==> src/rtl/uart_tx_fifo.sv <==
// 8N1 UART transmitter fed by a byte FIFO over a valid/ready push interface.
// Frames are sent back-to-back while the FIFO holds data; tx idles high.
module uart_tx_fifo #(
   parameter int unsigned CLK_FREQ   = 100_000_000,
   parameter int unsigned BAUD       = 115200,
   parameter int unsigned FIFO_DEPTH = 16
) (
   input  logic                         clk,
   input  logic                         rst_n,
   input  logic [7:0]                   tx_data,
   input  logic                         tx_valid,
   output logic                         tx_ready,
   output logic                         tx,
   output logic                         busy,
   output logic [$clog2(FIFO_DEPTH):0]  fifo_count
);

   localparam int unsigned CLKS_PER_BIT = CLK_FREQ / BAUD;
   localparam int unsigned AW           = $clog2(FIFO_DEPTH);
   localparam int unsigned CW           = AW + 1;
   localparam int unsigned BCW          = (CLKS_PER_BIT > 1) ? $clog2(CLKS_PER_BIT) : 1;

   typedef enum logic [1:0] {IDLE, START, DATA, STOP} state_t;

   state_t           state_q, state_d;
   logic [BCW-1:0]   baud_q, baud_d;
   logic [2:0]       idx_q, idx_d;
   logic [7:0]       shift_q, shift_d;
   logic             tx_q, tx_d;
   logic [CW-1:0]    count_q;
   logic [AW-1:0]    wr_ptr_q, rd_ptr_q;
   logic [7:0]       mem [FIFO_DEPTH];
   logic             push, pop, bit_done;

   assign tx_ready   = (count_q != CW'(FIFO_DEPTH));
   assign busy       = (state_q != IDLE) || (count_q != '0);
   assign fifo_count = count_q;
   assign tx         = tx_q;
   assign push       = tx_valid && tx_ready;
   assign bit_done   = (baud_q == BCW'(CLKS_PER_BIT - 1));

   // FIFO storage; no reset needed, validity is tracked by count/pointers
   always_ff @(posedge clk) begin
      if (push) mem[wr_ptr_q] <= tx_data;
   end

   always_ff @(posedge clk or negedge rst_n) begin
      if (!rst_n) begin
         count_q  <= '0;
         wr_ptr_q <= '0;
         rd_ptr_q <= '0;
      end else begin
         if (push) wr_ptr_q <= wr_ptr_q + AW'(1);
         if (pop)  rd_ptr_q <= rd_ptr_q + AW'(1);
         case ({push, pop})
            2'b10:   count_q <= count_q + CW'(1);
            2'b01:   count_q <= count_q - CW'(1);
            default: count_q <= count_q;
         endcase
      end
   end

   always_ff @(posedge clk or negedge rst_n) begin
      if (!rst_n) begin
         state_q <= IDLE;
         baud_q  <= '0;
         idx_q   <= '0;
         shift_q <= '0;
         tx_q    <= 1'b1;
      end else begin
         state_q <= state_d;
         baud_q  <= baud_d;
         idx_q   <= idx_d;
         shift_q <= shift_d;
         tx_q    <= tx_d;
      end
   end

   // Next state; tx flop follows the current state, so the line lags the FSM by one cycle
   always_comb begin
      state_d = state_q;
      baud_d  = baud_q;
      idx_d   = idx_q;
      shift_d = shift_q;
      pop     = 1'b0;
      tx_d    = 1'b1;
      case (state_q)
         IDLE: begin
            if (count_q != '0) begin
               pop     = 1'b1;
               shift_d = mem[rd_ptr_q];
               baud_d  = '0;
               state_d = START;
            end
         end
         START: begin
            tx_d = 1'b0;
            if (bit_done) begin
               baud_d  = '0;
               idx_d   = '0;
               state_d = DATA;
            end else begin
               baud_d = baud_q + BCW'(1);
            end
         end
         DATA: begin
            tx_d = shift_q[0];
            if (bit_done) begin
               baud_d  = '0;
               shift_d = {1'b0, shift_q[7:1]};
               idx_d   = idx_q + 3'd1;
               if (idx_q == 3'd7) state_d = STOP;
            end else begin
               baud_d = baud_q + BCW'(1);
            end
         end
         STOP: begin
            if (bit_done) begin
               baud_d = '0;
               if (count_q != '0) begin
                  pop     = 1'b1;
                  shift_d = mem[rd_ptr_q];
                  state_d = START;
               end else begin
                  state_d = IDLE;
               end
            end else begin
               baud_d = baud_q + BCW'(1);
            end
         end
         default: state_d = IDLE;
      endcase
   end

endmodule

==> config.mk <==
export PLATFORM = sky130hd
export DESIGN_NAME = uart_tx_fifo
export DESIGN_NICKNAME = d
export VERILOG_FILES = /design/src/rtl/uart_tx_fifo.sv
export SDC_FILE = /design/constraint.sdc
export NUM_CORES = 1
export LEC_CHECK = 0
export ABC_AREA = 1
export ABC_CLOCK_PERIOD_IN_PS = 3400
export BUFFER_PORTS_ARGS = -buffer_cell sky130_fd_sc_hd__buf_2
export CAP_MARGIN = 25
export CORE_ASPECT_RATIO = 0.8
export CORE_UTILIZATION = 50
export CTS_CLUSTER_SIZE = 25
export DETAILED_ROUTE_END_ITERATION = 8
export GPL_TIMING_DRIVEN = 1
export PLACE_DENSITY = 0.74
export SLEW_MARGIN = 20
export SYNTH_ARGS = -nofsm -noshare
export SYNTH_HDL_FRONTEND = slang
export SYNTH_SLANG_ARGS = --single-unit
==> constraint.sdc <==
create_clock -name clk -period 3.4 [get_ports clk]
set_input_delay 0.17 -clock clk [delete_from_list [all_inputs] [get_ports clk]]
set_output_delay 0.17 -clock clk [all_outputs]
set_load 0.05 [all_outputs]
Word-level counts from Yosys, hierarchy flattened. Memories as Yosys holds them, arrays and structs flattened. Cells that the tools add are included.

Bits in registers: 37. Bits in writable memories: 128. Input port bits: 11. Output and inout port bits: 8. Logic and storage cells: 64. Memories kept: 1.

Memory list: mem (words 16, width 8, rd ports 1, clocked after memory_dff 0, wr ports 1, RTL line 32) `logic [7:0] mem [FIFO_DEPTH];`.

Add/subtract/negate cells: 6. Eq/ne operators: 13. Muxes and demuxes: 24. Reduce and logical (&&, ||, !) cells: 12.

Operator list (count): 8-bit two-way mux (3); 8-bit one-hot mux with 3 select lines (1); 10-bit two-way mux (2); 10-bit one-hot mux with 2 select lines (1); 10-bit by 1-bit adder with 10-bit output, second input constant (1); 10-bit == test, second input constant (1); 2-bit two-way mux (5); 2-bit inequality test, second input constant (5); 5-bit one-hot mux with 2 select lines (1); 4-bit by 1-bit adder with 4-bit output, second input constant (2); 2-bit one-hot mux with 4 select lines (1); 2-bit == test, second input constant (3); 3-bit two-way mux (2); 3-bit one-hot mux with 2 select lines (1); 3-bit AND reduction (2); 2-bit nonzero test (3); 5-bit by 1-bit adder with 5-bit output, second input constant (1); 1-bit two-way mux (5); 5-bit inequality test, second input constant (1); 5-bit AND reduction (1); 5-bit nonzero test (1); 5-bit by 1-bit subtractor with 5-bit output, second input constant (1); 2-bit by 1-bit == test with 1-bit output, second input constant (2); 1-bit one-hot mux with 2 select lines (2); other kinds (7) (7).

Depth between registers and ports, before layout. Gate-level depths: netlist (run 1).

Depth after elaboration: 6. Gate-level depth with buffers: 17. Gate-level depth less buffers: 17.

Worst setup path after synthesis (run 1). OpenSTA, ideal clock, no wires.

Kind: register to register. Start point: register count_q[1] (netlist: fifo_count[1]). End point: register count_q[4] (netlist: fifo_count[4]). Library setup time: 0.127 ns. Arrival time: 2.812 ns. Data required time: 3.273 ns. Setup slack: 0.461 ns. Cell stages (with the launch flop): 14. Path buffers: 0. Clock period less this slack: 2.939 ns. Cells stage by stage: dfrtp_1 nor2_2 nand4_1 nand2_1 ha_1 inv_1 fa_1 inv_1 a21oi_1 nor2_1 nor2_1 xor2_1 nand2_1 o21ai_0.

Elaborated cells on any way between the ends: 12. Classes of those cells: 2 x add/sub; 3 x eq/ne; 4 x mux; 3 x reduce/logical.

RTL lines: from (decl) (RTL line 30) `logic [CW-1:0] count_q;`; from (signal assigned) (RTL line 56) `2'b10: count_q <= count_q + CW'(1);`; from (signal assigned) (RTL line 57) `2'b01: count_q <= count_q - CW'(1);`; from (signal assigned) (RTL line 58) `default: count_q <= count_q;`; 5-bit inequality test (*) (RTL line 35) `assign tx_ready = (count_q != CW'(FIFO_DEPTH));`; via tx_ready (RTL line 12) `output logic tx_ready,`; 1-bit logical AND (*) (RTL line 39) `assign push = tx_valid && tx_ready;`; 2-bit by 1-bit == test with 1-bit output / 2-bit == test (equally long branches) (RTL line 55) `case ({push, pop})`; 5-bit one-hot mux with 2 select lines / 2-bit nonzero test (equally long branches).

Mark *: on every way through the listed nets, which the timed path passes. The rest lies on a longest branch. A chain may end at the register's enable or synchronous reset.

Worst setup path after layout (run 1).
Start point: register state_q[0]. End point: register count_q[4] (netlist: fifo_count[4]).

Longest elaborated chain between the ends: 4. Elaborated cells on any way between the ends: 7. Classes of those cells: 3 x eq/ne; 2 x mux; 2 x reduce/logical.

RTL lines: from (decl) (RTL line 25) `state_t state_q, state_d;`; from (signal assigned) (RTL line 71) `state_q <= state_d;`; 2-bit == test / 2-bit logical NOT (equally long branches) (RTL line 87) `case (state_q)`; 1-bit one-hot mux with 2 select lines (*) (RTL line 87); via pop (RTL line 33) `logic push, pop, bit_done;`; 2-bit by 1-bit == test with 1-bit output / 2-bit == test (equally long branches) (RTL line 55); 5-bit one-hot mux with 2 select lines / 2-bit nonzero test (equally long branches).

Marked as above.

==> metrics, run 1 <==
first-pass GRT wire length 25.66 mm; Fin. Hold Viols 0; Max Clk Rate 354.3 MHz; startpoint class of the critical path register; count leader, synth nand2_1; Comb power frac 0.120; Core Region about 15000 sq um; share of the synthesized area in the top cell type 0.5032; Tightest Pin Transition 0.8745 ns; Post-DP Area between 7000 and 8000 sq um; vias in the first global route around 4900; initial antenna violation count 0; Final Total Pwr 5.128 mW; FF-to-FF End fifo_count[4]; WP data arrival ~3.1 ns; most instantiated cells after synthesis 244 x nand2_1, 128 x edfxtp_1, 89 x nand3_1; # diodes 0; Die Y roughly 110 microns; number of cells upsized or downsized after cts 0; TritonCTS Buffers 17; FF+latch count, synth 165; Vias 5105; vias per cell 5.220; clock share of power 0.398; CTS sink cnt around 170; total setup buffers inserted after CTS 0; Slew headroom 0.4148; estimated wirelength of the detail-placed design approximately 9.5 mm; Hold Path Depth 3; clock-pin slew on the worst setup and hold paths around 0.06 ns; largest net degree at the start of global routing 69; total gr overflow 0; Async SR Flop Fraction 0.2242; status completed; maximum vdd ir drop between 0.5 and 0.6 mV; Hold-fix buffers, CTS 1; # setup viols final 0; TritonCTS clock tree built; EDFF count, synth ~130; reg2reg path depth 15; Switching Power 1.357 mW; Int Pwr 3.771 mW; largest area contributor in the netlist edfxtp_1; Die Wd 140.2 microns; clock buffer depth 2; Nets roughly 810; Final WS setup roughly 0.58 ns; Seq/Total Area, Yosys 0.6246; yosys warns 0; leakage 3.657 nW; Setup crit end kind register; floorplan row count 40; Sw Ratio 0.2647; dpl ws 0.6244 ns; Seq pwr share 0.482; Hold Startpoint tx_valid; Final Skew 0.005607 ns; post-synthesis cell type count roughly 40; Pwr Density slightly above 600 nW/um^2; Worst Path Max Fanout 8; Layout area overhead 10.71%; flop2flop setup slack ~0.58 ns; Routed WL per cell between 15 and 20 microns; Initial Utilization 0.5105; final WL ~16 mm; syn_nets 793; area of the mapped netlist 7639 sq um; post-route cell area 8457 sq um; Critical Path RT 3.70 ns; I/O pins 19; Iter 0 DRT Violations 476; overall routing resource usage 0.2180; Setup Crit Path Kind register to register; synth top area cells edfxtp_1 50%, nand2_1 12%, dfrtp_1 12%, nand3_1 5.8%, inv_1 3.9%; clock latency on the worst-skew pair ~0.43 ns; Hold Slack 0.1014 ns; DRC 0; RSZ-0062 raised after global routing false; period utilisation layout 0.8301; Avg Synthesized Cell Area 10.01 sq um; Hold Crit Endpoint wr_ptr_q[0]; GPL Wtd Cong ~0.88; setup TNS 0 ns; Root Buffer clkbuf_16; Final Critical Period 2.822 ns; worst min path class input port to register; top_reg_cell synth edfxtp_1; Synth Instances 763; max-slew violations 0; Die ar. 15780 sq um; Antenna Violating Nets Remaining 0; max-cap violations 0; htree depth 4; share of layout cells above drive strength 1 0.1077; DR pass1 iterations 5; FF-to-FF Start state_q[0]; PortBufs 18
==> layout make-up <==
class / count / area (sq um)
inverters: 92 / 350.3
well taps: 189 / 236.5
clock buffers: 17 / 425.4
flip-flops and latches: 165 / 4772
fillers: 1226 / 6507
repair buffers: 22 / 122.6
clock inverters: 15 / 203.9
multi-input cells: 478 / 2346
==> critical path, stage by stage (launching register included) <==
cell,delay [ns]
dfrtp_1,0.47
inv_1,0.13
ha_1,0.30
inv_1,0.07
o211ai_1,0.19
nor2_8,0.22
ha_1,0.30
inv_1,0.08
fa_1,0.37
inv_1,0.09
a21oi_1,0.07
nor2_1,0.09
nor2_1,0.05
xor2_1,0.13
nand2_1,0.05
o21ai_0,0.08
==> cells in the final DEF (no fill, tap or decap), types with 4 or more instances in the layout <==
cell / n
nand2_1: 244
nor2_1: 46
o21ai_0: 20
dfrtp_1: 35
nand3_1: 89
o21ai_1: 6
inv_2: 9
nand4_1: 5
clkinvlp_4: 4
edfxtp_1: 128
a21oi_1: 7
clkbuf_16: 17
bufinv_16: 4
xor2_1: 7
inv_1: 80
ha_1: 18
nor2_2: 5
buf_2: 18
==> routing by layer <==
metal,vias up,GRT usage,wire [microns]
li1,2524,-,-
met1,2425,0.3042,7455
met4,0,0.07619,257
met2,135,0.3387,7445
met3,21,0.04821,760
met5,-,0,0
==> worst max path at each step <==
stage / from / end / slack, ns
after floorplan: fifo_count[1] / fifo_count[4] / 0.46
after global placement: state_q[0] / fifo_count[4] / 0.71
after detailed placement: state_q[0] / fifo_count[4] / 0.62
after CTS: state_q[0] / fifo_count[4] / 0.58
after global routing: state_q[0] / fifo_count[4] / 0.29
final: state_q[0] / fifo_count[4] / 0.58
==> sequential cells by signal (all words and copies together), names as in the netlist <==
register and cells:
baud_q 10, fifo_count 5, idx_q 3, mem 128, rd_ptr_q 4, shift_q 8
state_q 2, tx 1, wr_ptr_q 4
==> power groups by stage <==
stage               clock network [mW]  logic, mW  registers [mW]
floorplan                            0      0.334            2.59
global placement                     0      0.597            2.51
detailed placement                   0      0.613            2.51
CTS                               2.06      0.619            2.47
global route                      2.14      0.681            2.49
finish                            2.04      0.614            2.47
==> metrics by stage <==
step             util  instances
2_1_floorplan       -        763
3_3_place_gp   0.5224        945
3_5_place_dp   0.5224        945
4_1_cts        0.5651        978
5_1_grt        0.5651        978
6_report       0.5651        978
==> logic make-up after synthesis <==
logic type,after synthesis,synth area share
and+or+nand+nor,404,0.2283
AOI/OAI and AO/OA,45,0.03424
buffers and inverters,120,0.06830
adders and majority gates,19,0.03211
xor gates and xnor gates,10,0.01245
DFF,165,0.6246
No activity file was read; power rests on OpenSTA's default activity.
==> inputs of run 2 (changes only) <==
--- a/config.mk
+++ b/config.mk
@@ -6,7 +6,7 @@
 export NUM_CORES = 1
 export LEC_CHECK = 0
 export ABC_AREA = 1
-export ABC_CLOCK_PERIOD_IN_PS = 3400
+export ABC_CLOCK_PERIOD_IN_PS = 2700
 export BUFFER_PORTS_ARGS = -buffer_cell sky130_fd_sc_hd__buf_2
 export CAP_MARGIN = 25
 export CORE_ASPECT_RATIO = 0.8
==> constraint.sdc (replaced) <==
create_clock -name clk -period 2.7 [get_ports clk]
set_input_delay 0.135 -clock clk [delete_from_list [all_inputs] [get_ports clk]]
set_output_delay 0.135 -clock clk [all_outputs]
set_load 0.05 [all_outputs]
==> run 2 against run 1 <==
Clock skew is 0.0053 ns higher. Cell count is 1.5% higher. Die area stayed put. Flip-flop and latch count stayed put. Cell area is 1.7% higher. Combinational power is 35% higher. Largest cell class unchanged.
==> metrics, run 2 (same netlist as run 1, synthesis figures left out) <==
max reg flops 128 (unchanged); worst min path class input port to register (unchanged); Worst Path Max Fanout 6 (was 8); vias per cell 5.205 (was 5.220); maximum vdd ir drop 0.7486 mV (was 0.5549 mV); setup TNS 0 ns (unchanged); Final Skew 0.01095 ns (was 0.005607 ns); overall routing resource usage 0.2166 (was 0.2180); Setup Crit Path Kind register to register (unchanged); final WL 15.79 mm (was 15.92 mm); Die Wd 140.2 microns (unchanged); Root Buffer clkbuf_16 (unchanged); first-pass GRT wire length 25.43 mm (was 25.66 mm); WP data arrival 2.78 ns (was 3.13 ns); Top delay family on crit path simple AND/OR/NAND/NOR gates (was adder cells); leakage 3.736 nW (was 3.657 nW); Critical Path RT 3.01 ns (was 3.70 ns); Crit path buffers/inverters 4 (unchanged); CP max-delay cell dfrtp_1 (unchanged); Layout area overhead 12.60% (was 10.71%); Tightest Pin Transition 0.8535 ns (was 0.8745 ns); Slew headroom 0.4310 (was 0.4148); RSZ-0062 raised after global routing false (unchanged); floorplan row count 40 (unchanged); commonest non-fill, non-tap cell in the layout nand2_1 (unchanged); clock buffer depth 2 (unchanged); status completed (unchanged); Nets 821 (was 806); most frequent cells in the layout 243 x nand2_1, 128 x edfxtp_1, 89 x nand3_1 (was 244 x nand2_1, 128 x edfxtp_1, 89 x nand3_1); Initial Utilization 0.5105 (unchanged); Final Critical Period 2.470 ns (was 2.822 ns); Routed WL per cell 15.90 microns (was 16.28 microns); clock-pin slew on the worst setup and hold paths 0.06 ns (about the same); Vias 5169 (was 5105); htree depth 4 (unchanged); largest net degree at the start of global routing 69 (unchanged); CP cell instances ha_1 > nand3_1 > inv_2 > nand3_4 > nand2_4 > inv_4 > nor2_8 > ha_4 > inv_2 > fa_2 > inv_2 > a21oi_1 > nor2_1 > nor2_1 > xor2_1 > nand2_1 > o21ai_0 (was inv_1 > ha_1 > inv_1 > o211ai_1 > nor2_8 > ha_1 > inv_1 > fa_1 > inv_1 > a21oi_1 > nor2_1 > nor2_1 > xor2_1 > nand2_1 > o21ai_0); PortBufs 18 (unchanged); vias in the first global route 4958 (was 4880); Setup crit end kind register (unchanged); Die Y 112.6 microns (unchanged); critical path's most frequent cell inv_2 (was inv_1); Iter 0 DRT Violations 455 (was 476); clock latency on the worst-skew pair 0.43 ns (about the same); share of layout cells above drive strength 1 0.1356 (was 0.1077); largest reg by FF count mem (unchanged); Core Region 14960 sq um (unchanged); Max Clk Rate 404.9 MHz (was 354.3 MHz); max-cap violations 0 (unchanged); Die ar. 15780 sq um (unchanged); # diodes 0 (unchanged); CTS sink cnt 165 (unchanged); period utilisation layout 0.9148 (was 0.8301); TritonCTS clock tree built (unchanged); I/O pins 19 (unchanged); initial antenna violation count 0 (unchanged); DR pass1 iterations 5 (unchanged); CP max stage delay 0.38 ns (was 0.47 ns); Fin. Hold Viols 0 (unchanged); TritonCTS Buffers 17 (unchanged); startpoint class of the critical path register (unchanged); biggest regs mem (128), baud_q (10), shift_q (8) (unchanged); Hold Slack 0.03015 ns (was 0.1014 ns); Pwr Density 762.1 nW/um^2 (was 606.4 nW/um^2); # setup viols final 0 (unchanged); max-slew violations 0 (unchanged); GPL Wtd Cong 0.8678 (was 0.8788); DRC 0 (unchanged); Antenna Violating Nets Remaining 0 (unchanged); total gr overflow 0 (unchanged); estimated wirelength of the detail-placed design 9.635 mm (was 9.494 mm)
## run 2: cell types whose count changed in the layout (fill, tap and decap cells not counted), moves of 2 or more
cell        delta
buf_4         +15
dfrtp_1        -6
dfrtp_2        +6
clkinvlp_4     -2
inv_1          -2
inv_2          +2
inv_6          -2
## run 2: layout make-up
type	count	area (sq um)
fillers	1195	6364
inverters	92	350.3
well taps	189	236.5
clock inverters	14	206.4
multi-input cells	478	2364
flip-flops and latches	165	4780
repair buffers	37	235.2
clock buffers	18	429.2
## run 2: power breakdown
part	internal [mW]	leakage, nW	total [mW]	switching [mW]
clock	1.63	0.304	2.61	0.978
sequential	3.01	1.61	3.12	0.108
combinational	0.231	1.83	0.827	0.595
total	4.87	3.74	6.55	1.68
## run 2: final timing paths
path / start / end / slack [ns] / cells after the start
worst max-delay path: baud_q[0] / fifo_count[4] / 0.23 / 17
worst min-delay path: tx_valid / wr_ptr_q[0] / 0.03 / 3
worst max register to register: baud_q[0] / fifo_count[4] / 0.23 / 17
worst min register to register: shift_q[3] / shift_q[3] / 0.48 / 2
max in group asynchronous: rst_n / fifo_count[3] / 1.74 / 2
min in group asynchronous: rst_n / baud_q[9] / 0.36 / 2
## run 2: per-layer routing
metal	up-vias	GRT usage	part of all wire
met2	147	0.3347	0.47
met4	0	0.09011	0.019
met5	-	0	0
met1	2446	0.2949	0.45
met3	24	0.05247	0.063
li1	2552	-	-
## run 2: repair_timing
| action | 4_1_cts | 5_1_grt |
|---|---|---|
| gates resized for setup | 0 | 1 |
| hold buffers | 1 | 0 |
| buffers inserted | 0 | 1 |
| endpoints found under the setup margin | 0 | 1 |
| endpoints found under the hold margin | 36 | 0 |
## run 2: through the flow
stage	utilization	std cells	worst slack (ns)	area [sq um]	power (mW)
after detailed placement	0.5310	959	0.1173	7946	3.993
final	0.5747	993	0.2301	8601	6.555
after global routing	0.5747	993	0.05528	8601	6.792
after global placement	0.5310	959	0.1635	7946	3.959
after floorplan	-	763	-0.01660	7662	3.700
after CTS	0.5742	992	0.09541	8592	6.587
## run 2: worst register-to-register path, delay by kind of cell (launching register included)
kind	cells	cell delay, ns
simple gates	7	0.72
fa+ha+maj	3	0.70
flops	1	0.38
buf+inv	4	0.29
compound gates	2	0.13
xor+xnor	1	0.13
